$ cat src/rtl/truth_table_sweeper_if.sv
// Bundle between the truth-table sweeper and its environment (gate under test,
// golden table source and the controller issuing start).
interface truth_table_sweeper_if #(
  parameter int N_IN = 2
) ();
  logic                 start;
  logic [N_IN-1:0]      stim;
  logic                 s;
  logic [2**N_IN-1:0]   expected;
  logic [2**N_IN-1:0]   table_out;
  logic                 busy;
  logic                 done;
  logic                 mismatch;
  logic [N_IN:0]        err_count;

  // master: the sweeper itself, which drives stim and reports results
  modport master (
    input  start, s, expected,
    output stim, table_out, busy, done, mismatch, err_count
  );

  modport slave (
    output start, s, expected,
    input  stim, table_out, busy, done, mismatch, err_count
  );
endinterface

$ cat src/rtl/truth_table_sweeper.sv
// Steps a combinational gate through every input vector, captures its output
// after a settle window, and scores the captured truth table against a golden mask.
module truth_table_sweeper #(
  parameter int N_IN   = 2,
  parameter int SETTLE = 1
) (
  input  logic                    clk,
  input  logic                    reset,
  truth_table_sweeper_if.master   bus
);

  localparam int NV    = 2**N_IN;
  localparam int CNT_W = (SETTLE > 1) ? $clog2(SETTLE) : 1;
  localparam logic [CNT_W-1:0] CNT_LAST  = CNT_W'((SETTLE > 0) ? SETTLE - 1 : 0);
  localparam logic [N_IN-1:0]  LAST_VEC  = N_IN'(NV - 1);
  localparam bit               NO_SETTLE = (SETTLE == 0);

  typedef enum logic [1:0] {
    S_IDLE,
    S_WAIT,
    S_SAMPLE,
    S_DONE
  } state_e;

  state_e            state_q, state_d;
  logic [CNT_W-1:0]  cnt_q, cnt_d;
  logic [N_IN-1:0]   stim_q, stim_d;
  logic [NV-1:0]     table_q, table_d;
  logic [N_IN:0]     err_q, err_d;
  logic              mismatch_q, mismatch_d;
  logic              busy_q, busy_d;
  logic              done_q, done_d;

  // Per-entry view of the current vector: the table with s merged into the
  // addressed bit, and whether that bit disagrees with the golden mask.
  logic [NV-1:0]     table_upd;
  logic [NV-1:0]     diff_hit;
  logic              bit_diff;
  logic [N_IN:0]     err_inc;

  for (genvar gi = 0; gi < NV; gi++) begin : g_entry
    logic sel;
    assign sel           = (stim_q == N_IN'(gi));
    assign table_upd[gi] = sel ? bus.s : table_q[gi];
    assign diff_hit[gi]  = sel & (bus.s ^ bus.expected[gi]);
  end

  assign bit_diff = |diff_hit;
  assign err_inc  = err_q + {{N_IN{1'b0}}, bit_diff};

  always_comb begin
    state_d    = state_q;
    cnt_d      = cnt_q;
    stim_d     = stim_q;
    table_d    = table_q;
    err_d      = err_q;
    mismatch_d = mismatch_q;
    busy_d     = busy_q;
    done_d     = 1'b0;

    case (state_q)
      S_IDLE: begin
        if (bus.start) begin
          stim_d     = '0;
          cnt_d      = '0;
          table_d    = '0;
          err_d      = '0;
          mismatch_d = 1'b0;
          busy_d     = 1'b1;
          state_d    = NO_SETTLE ? S_SAMPLE : S_WAIT;
        end
      end

      S_WAIT: begin
        if (cnt_q == CNT_LAST) begin
          cnt_d   = '0;
          state_d = S_SAMPLE;
        end else begin
          cnt_d = cnt_q + CNT_W'(1);
        end
      end

      S_SAMPLE: begin
        table_d = table_upd;
        err_d   = err_inc;
        // stim is left parked on the last vector rather than wrapping
        if (stim_q == LAST_VEC) begin
          busy_d     = 1'b0;
          done_d     = 1'b1;
          mismatch_d = (err_inc != '0);
          state_d    = S_DONE;
        end else begin
          stim_d  = stim_q + N_IN'(1);
          state_d = NO_SETTLE ? S_SAMPLE : S_WAIT;
        end
      end

      S_DONE: begin
        state_d = S_IDLE;
      end

      default: begin
        state_d = S_IDLE;
      end
    endcase
  end

  always_ff @(posedge clk) begin
    if (reset) begin
      state_q    <= S_IDLE;
      cnt_q      <= '0;
      stim_q     <= '0;
      table_q    <= '0;
      err_q      <= '0;
      mismatch_q <= 1'b0;
      busy_q     <= 1'b0;
      done_q     <= 1'b0;
    end else begin
      state_q    <= state_d;
      cnt_q      <= cnt_d;
      stim_q     <= stim_d;
      table_q    <= table_d;
      err_q      <= err_d;
      mismatch_q <= mismatch_d;
      busy_q     <= busy_d;
      done_q     <= done_d;
    end
  end

  assign bus.stim      = stim_q;
  assign bus.table_out = table_q;
  assign bus.err_count = err_q;
  assign bus.mismatch  = mismatch_q;
  assign bus.busy      = busy_q;
  assign bus.done      = done_q;

endmodule

$ cat src/flat_wrapper.sv
// flat-port wrapper written by rule: the top's interface ports become plain ports
module truth_table_sweeper_flat 
#(
  parameter int N_IN   = 2,
  parameter int SETTLE = 1
)
  (clk, reset, bus_start, bus_s, bus_expected, bus_stim, bus_table_out, bus_busy, bus_done, bus_mismatch, bus_err_count);
  truth_table_sweeper_if #(.N_IN(N_IN)) bus_i ();
  input  logic clk;
  input  logic reset;
  input wire logic [$bits(bus_i.start)-1:0] bus_start;
  input wire logic [$bits(bus_i.s)-1:0] bus_s;
  input wire logic [$bits(bus_i.expected)-1:0] bus_expected;
  output wire logic [$bits(bus_i.stim)-1:0] bus_stim;
  output wire logic [$bits(bus_i.table_out)-1:0] bus_table_out;
  output wire logic [$bits(bus_i.busy)-1:0] bus_busy;
  output wire logic [$bits(bus_i.done)-1:0] bus_done;
  output wire logic [$bits(bus_i.mismatch)-1:0] bus_mismatch;
  output wire logic [$bits(bus_i.err_count)-1:0] bus_err_count;
  assign bus_i.start = bus_start;
  assign bus_i.s = bus_s;
  assign bus_i.expected = bus_expected;
  assign bus_stim = bus_i.stim;
  assign bus_table_out = bus_i.table_out;
  assign bus_busy = bus_i.busy;
  assign bus_done = bus_i.done;
  assign bus_mismatch = bus_i.mismatch;
  assign bus_err_count = bus_i.err_count;
  truth_table_sweeper #(.N_IN(N_IN), .SETTLE(SETTLE)) u_core (.clk(clk), .reset(reset), .bus(bus_i));
endmodule
$ cat config.mk
export PLATFORM = sky130hd
export DESIGN_NAME = truth_table_sweeper_flat
export DESIGN_NICKNAME = d
export VERILOG_FILES = /design/src/rtl/truth_table_sweeper_if.sv /design/src/rtl/truth_table_sweeper.sv /design/src/flat_wrapper.sv
export SDC_FILE = /design/constraint.sdc
export NUM_CORES = 1
export LEC_CHECK = 0
export ABC_AREA = 0
export CORE_AREA = 8 8 50 52
export CTS_CLUSTER_SIZE = 25
export DETAILED_ROUTE_END_ITERATION = 10
export DIE_AREA = 0 0 58 60
export GPL_TIMING_DRIVEN = 0
export PLACE_DENSITY = 0.73
export RECOVER_POWER = 25
export SKIP_LAST_GASP = 1
export SLEW_MARGIN = 0
export SYNTH_ARGS = -nofsm -noshare
export SYNTH_HDL_FRONTEND = slang
export SYNTH_SLANG_ARGS = --single-unit
export TNS_END_PERCENT = 10
$ cat constraint.sdc
create_clock -name clk -period 2.5 [get_ports clk]
set_input_delay 0.5 -clock clk [delete_from_list [all_inputs] [get_ports clk]]
set_output_delay 0.5 -clock clk [all_outputs]
set_load 0.02 [all_outputs]
==> flow_summary_export.csv, run 1 <==
group,metric,value,unit
logic_synthesis,ys_types,29,
worst_setup_path,r2r_start,"u_core.bus.stim[1]",
routing,drt_wl_total,1.68,mm
pwr,p_per_area,478,mW/mm^2
logic_synthesis,ys_ff_latch,14,
global_routing,grt_pass1_vias,635,
clocking,numCtsBuffers,3,
worst_setup_path,crit_path_frequent_cell,"ha_1",
placement,place_ws,-0.125,ns
final_layout,final_nets,119,
logic_synthesis,synth.area.top_cells,"dfxtp_1 38%, ha_1 10%, mux2i_1 5.4%",
worst_setup_path,r2r-end,"u_core.bus.mismatch",
clocking,clock_latency,0.28,ns
final_layout,final_util,55.4,%
sta,hold_viol_final,0,
logic_synthesis,synth_top_cell_area_share,37.7,%
clocking,cts_tree,"built",
global_routing,antenna_found_initial,0,
logic_synthesis,syn-num-nets,95,
logic_synthesis,ys_seq_area_share,37.7,%
pwr,seq_power_share,49.2,%
worst_setup_path,cp.arrival,2.48,ns
status,outcome,"finished clean",
placement,gp_congestion,0.730,
die,pin_count,20,
logic_synthesis,yosysTopAreaCell,"dfxtp_1",
pwr,peakVddDrop,0.295,mV
die,core-area,0.00180,sq mm
routing,wl_per_cell,13.8,um
clocking,cts_buffer_depth,2,
pwr,clockPowerShare,34.9,%
flow_run,max_cap_viol_count,0,
die,fp.dieH,60,um
final_layout,layout_common_cells,"18 x clkdlybuf4s50_1, 14 x dfxtp_1, 8 x inv_1",
sta,finalCritPeriodShare,93.0,%
final_layout,num_antenna_cells,0,
final_layout,syn2layout_area_growth,34.3,%
worst_hold_path,hp-class,"reg -> reg",
routing,drc,0,
pwr,p_comb_share,15.9,%
worst_setup_path,crit_path_max_incr_delay,0.53,ns
sta,relSlewSlack,70.2,%
worst_setup_path,critPathKind,"in -> reg",
worst_hold_path,worstHoldStart,"u_core.bus.mismatch",
worst_hold_path,whs_path_depth,2,
pwr,swShare,25.2,%
global_routing,grt_pass1_wl,2.75,mm
sta,post-route-min-period,2.32,ns
global_routing,track_usage,10.1,%
pwr,p_leak,0.000411,uW
die,die_w,58,um
routing,vias,637,
placement,io_buffer_count,19,
placement,dpl_cell_area,956,sq um
sta,drv_slew,0,
sta,setup_viol,0,
sta,fin_ws,0.175,ns
worst_setup_path,worst-path-max-fanout,5,
die,start_util,41.3,%
routing,ant_nets,0,
clocking,cts.htree.levels,1,
sta,worstMarginPinSlew,0.446,ns
logic_synthesis,syn-mean-instance-area,9.18,sq um
sta,holdWs,0.478,ns
placement,dp_hpwl,1.25,mm
logic_synthesis,synth_area,743,sq um
final_layout,final_common_cell,"clkdlybuf4s50_1",
worst_setup_path,endpoint_kind,"flop",
final_layout,drive_above_1_share,11.5,%
worst_setup_path,critPathSlowestCell,"clkdlybuf4s50_1",
routing,drt-initial-drc-count,28,
clocking,path_clk_slew,0.09,ns
worst_setup_path,crit_required,2.66,ns
logic_synthesis,synthCells,81,
sta,fmax,430,MHz
die,rows,16,
clocking,clk_root_buffer_cell,"clkbuf_4",
final_layout,design_area,998,sq um
worst_setup_path,reg2reg_slack,0.21,ns
pwr,p_switching,121,uW
worst_setup_path,path_cells,"clkdlybuf4s50_1 > xor2_1 > a22oi_1 > o21ai_0 > ha_1 > ha_1 > nor4_2 > o32ai_1",
global_routing,gr-total-overflow,0,
global_routing,grt_max_degree,11,
worst_setup_path,rr_worst_depth,8,
routing,drtPass1Iterations,4,
worst_setup_path,critPathLaunchType,"input pin",
sta,rsz0062_at_grt,"no",
worst_hold_path,hold_end,"u_core.bus.mismatch",
routing,via_per_inst,5.22,
pwr,p_int,357,uW
logic_synthesis,yosysWarnings,0,
clocking,cts_sinks,14,
sta,skew,0.00471,ns
pwr,power.total,478,uW
die,dieArea,0.00348,sq mm
cell type report:
class / instances / area, sq um
clock buffers: 4 / 36.3
plain buffers: 2 / 15.0
multi-input cells: 57 / 424
fillers: 164 / 803
inverters: 8 / 30.0
flip-flops and latches: 14 / 280
repair buffers: 19 / 190
well taps: 18 / 22.5
critical path, delay by kind of cell:
| family | cells | cell delay [ns] |
|---|---|---|
| buffers and inverters | 1 | 0.53 |
| adders and majority gates | 2 | 0.50 |
| AOI/OAI and AO/OA | 3 | 0.41 |
| and+or+nand+nor | 1 | 0.33 |
| xor gates and xnor gates | 1 | 0.21 |
power groups by stage:
| stage | registers [uW] | clock network, uW | logic [uW] |
|---|---|---|---|
| after floorplan | 244 | 0 | 39.7 |
| after global placement | 240 | 0 | 72.8 |
| after detailed placement | 241 | 0 | 73.6 |
| after CTS | 235 | 170 | 73.8 |
| after global routing | 236 | 177 | 83.7 |
| final | 235 | 166 | 75.9 |
synthesized netlist by cell type, drive strengths merged:
cell    count
a22oi       3
o32ai       1
xor2        2
a222oi      1
nor3b       1
a21oi       6
buf         1
inv         8
a221oi      1
o21bai      2
ha          6
mux2i       4
nand2b      5
nor4        1
nand2       5
nand3       2
and2b       1
nor2b       3
a31oi       2
and3        1
dfxtp      14
clkbuf      1
o21ai       2
o221a       1
mux2        1
nor2        6
flip-flops by register name, summed over array words and instances (netlist names):
register	flops
u_core.bus.table_out	4
u_core.bus.err_count	3
u_core.bus.stim	2
u_core.state_q	2
u_core.bus.busy	1
u_core.bus.done	1
u_core.bus.mismatch	1
through the flow:
stage	setup TNS, ns	cells
2_1_floorplan	0	81
3_5_place_dp	-0.206	118
6_report	0	122
4_1_cts	0	122
5_1_grt	0	122
3_3_place_gp	-0.171	118
what timing repair did:
action / in CTS / in global routing
buffers inserted: 0 / 0
hold buffers: 0 / 0
gates resized for setup: 0 / 1
endpoints found under the setup margin: 0 / 1
endpoints found under the hold margin: 0 / 0
kinds of logic after synthesis:
family	synth area share (%)
fa+ha+maj	10.1
xor+xnor	2.36
simple gates	18.5
buf+inv	6.06
flops	37.7
compound gates	18.4
mux	6.90
per-layer routing:
metal	part of all wire, %	GRT usage (%)	wire, um	up-vias
li1	-	-	-	329
met1	45	11.4	756	294
met2	49	17.2	822	12
met3	5.4	3.23	91	2
met4	0.42	4.20	7	0
met5	0	0	0	-
how the worst max path moves through the flow:
stage                             startpoint             endpoint  slack, ns
after floorplan           u_core.bus.stim[1]  u_core.bus.mismatch       0.37
after CTS                              bus_s  u_core.bus.mismatch       0.18
after global routing                   bus_s  u_core.bus.mismatch       0.02
after global placement                 bus_s  u_core.bus.mismatch      -0.11
after detailed placement               bus_s  u_core.bus.mismatch      -0.13
final                                  bus_s  u_core.bus.mismatch       0.18
Note: power is estimated with default switching activity, not from simulation.
==> run 2, diff against run 1 <==
--- a/config.mk
+++ b/config.mk
@@ -6,6 +6,7 @@
 export NUM_CORES = 1
 export LEC_CHECK = 0
 export ABC_AREA = 0
+export ABC_CLOCK_PERIOD_IN_PS = 2500
 export CORE_AREA = 8 8 50 52
 export CTS_CLUSTER_SIZE = 25
 export DETAILED_ROUTE_END_ITERATION = 10
==> results of run 2 <==
Same layout as run 1: the final DEF is identical, and so are final timing and power.
==> variant, RTL diff (settings of run 1) <==
Encoding of `state_e`: now one-hot (4 bits for 4 states).
--- a/src/rtl/truth_table_sweeper.sv
+++ b/src/rtl/truth_table_sweeper.sv
@@ -17,7 +17,7 @@
 
-  typedef enum logic [1:0] {
-    S_IDLE,
-    S_WAIT,
-    S_SAMPLE,
-    S_DONE
+  typedef enum logic [3:0] {
+    S_IDLE   = 4'b0001,
+    S_WAIT   = 4'b0010,
+    S_SAMPLE = 4'b0100,
+    S_DONE   = 4'b1000
   } state_e;
Behaviour: same outputs for any inputs over 10 cycles, from zero or initial values and one cycle with reset high; not proved beyond that.
==> variant against run 1 <==
Global-route usage increased by 1.8 points. Area after synthesis is 17% higher. Routed wire length is 13% higher. Hold slack got worse by 0.011 ns. Design area rose by 10%. Worst setup slack better by 0.017 ns. Via count increased by 17%. Power decreased by 2.4%. Sequential cell count increased by 2. Core utilization grew 5.7 points. Fmax grew 0.73%. Register-to-register slack got worse by 0.02 ns. Critical path depth grew 2. Critical path type is now register to register. Critical endpoint unchanged.
==> variant: results (changes against run 1) <==
Synth
The average cell area after synthesis is 9.57 sq um (was 9.18 sq um). The async set or reset register ratio after synthesis is 0 (unchanged). The count of cell types in the netlist is 38 (was 29). The post-synthesis net count was 105 (was 95). Leading post-synthesis cells by cell area: dfxtp_1 (37%), ha_1 (8.6%), mux2i_1 (5.7%) (was dfxtp_1 (38%), ha_1 (10%), mux2i_1 (5.4%)).

Top cells by instance count after synthesis: dfxtp_1 (16), inv_1 (8), ha_1 (6), nand2_1 (6), mux2i_1 (5) (was dfxtp_1 (14), inv_1 (8), ha_1 (6), nor2_1 (6)). The sequential element share of the synthesized area was 0.368 (was 0.377).

Setup path
The origin of the worst setup path was u_core.bus.stim[0] (was bus_s). The number of cell instances on the worst register-to-register path came to 10 (was 8). The delay of the slowest critical-path stage is 0.43 ns (was 0.53 ns). The minimum setup slack among reg-to-reg paths is 0.19 ns (was 0.21 ns). The worst setup path category is register to register (was input pin to register). The capture instance of the worst register-to-register path is u_core.bus.mismatch (unchanged). The critical-path maximum fanout came to 6 (was 5). The master of the slowest instance on the critical path is dfxtp_1 (was clkdlybuf4s50_1).

Place
The total half-perimeter wirelength after legalization and detailed placement was 1.46 mm (was 1.25 mm). The routability congestion estimate from global placement was 0.797 (was 0.730). The total cell area at the placement stage is 1080 sq um (was 956 sq um). The worst slack at placement is -0.0422 ns (was -0.125 ns).

GRT
The met2 capacity usage during global routing is 0.197 (was 0.172). The global-route met1 utilization is 0.137 (was 0.114). The overall fraction of global-route tracks in use was 0.120 (was 0.101).

The global routing usage on met3 is 0.0344 (was 0.0323). The wire length of the first global-routing pass is 3.24 mm (was 2.75 mm).

Routing
The number of optimization iterations in the first detailed-route pass came to 4 (unchanged). The via count is 743 (was 637). The number of DRC markers after the initial detailed-route iteration was 6 (was 28).

The met3 wire length came to 78 um (was 91 um). The average wire length per cell after detail routing is 14.4 um (was 13.8 um). The average via count per standard cell came to 5.67 (was 5.22).

The wire length on met1 is 914 um (was 756 um). The length of routed met2 wiring is 870 um (was 822 um).

Finish
The count of antenna diodes in the layout is 0 (unchanged). The number of nets in the final layout came to 129 (was 119). The fill cell total of the finished layout is 156 (was 164). The fraction of layout cells with a size suffix above 1 is 0.106 (was 0.115).

Power and ir drop
The reported sequential group power is 0.000265 W (was 0.000235 W). The total clock network power is 0.000137 W (was 0.000166 W). The worst vdd rail ir drop is 0.000241 V (was 0.000295 V). The leakage power total is 0.433 nW (was 0.411 nW).

The cell internal power dissipation was 0.000348 W (was 0.000357 W). The relative contribution of sequential cells to total power came to 0.569 (was 0.492).

STA
The smallest hold slack is 0.466 ns (was 0.478 ns). The clock skew after layout is 0.00184 ns (was 0.00471 ns). The relative max-transition margin came to 0.660 (was 0.702). The ratio of final minimum period to clock period was 0.923 (was 0.930).

Clock tree
The clock root buffer master is clkbuf_4 (unchanged). The H-tree depth is 1 (unchanged).

Min path
The startpoint of the lowest-slack hold path is u_core.bus.table_out[2] (was u_core.bus.mismatch). The end of the worst hold path was u_core.bus.table_out[2] (was u_core.bus.mismatch).

Outcome
Outcome: finished clean (unchanged).
-- variant: cell families after synthesis --
logic type / Yosys count / share of synthesized area
AND/OR/NAND/NOR: 28 / 0.210
XOR/XNOR: 1 / 0.0101
multiplexers: 5 / 0.0575
AO/OA/AOI/OAI: 24 / 0.211
flip-flops: 16 / 0.368
buffers and inverters: 11 / 0.0575
adder cells (fa/ha/maj): 6 / 0.0862
-- variant: final cells by class --
type	instances	area [sq um]	area share
Sequential cell	16	320	0.291
Multi-Input combinational cell	64	497	0.451
Clock buffer	3	22.5	0.0205
Tap cell	18	22.5	0.0205
Inverter	8	30.0	0.0273
Buffer	3	18.8	0.0170
Timing Repair Buffer	19	190	0.173
-- variant: worst max-delay path: cells and delay by family (launching register included) --
| family | cells | cell delay, ns |
|---|---|---|
| mux | 1 | 0.12 |
| fa+ha+maj | 3 | 0.64 |
| flops | 1 | 0.43 |
| xor+xnor | 1 | 0.14 |
| compound gates | 3 | 0.69 |
| buf+inv | 2 | 0.16 |
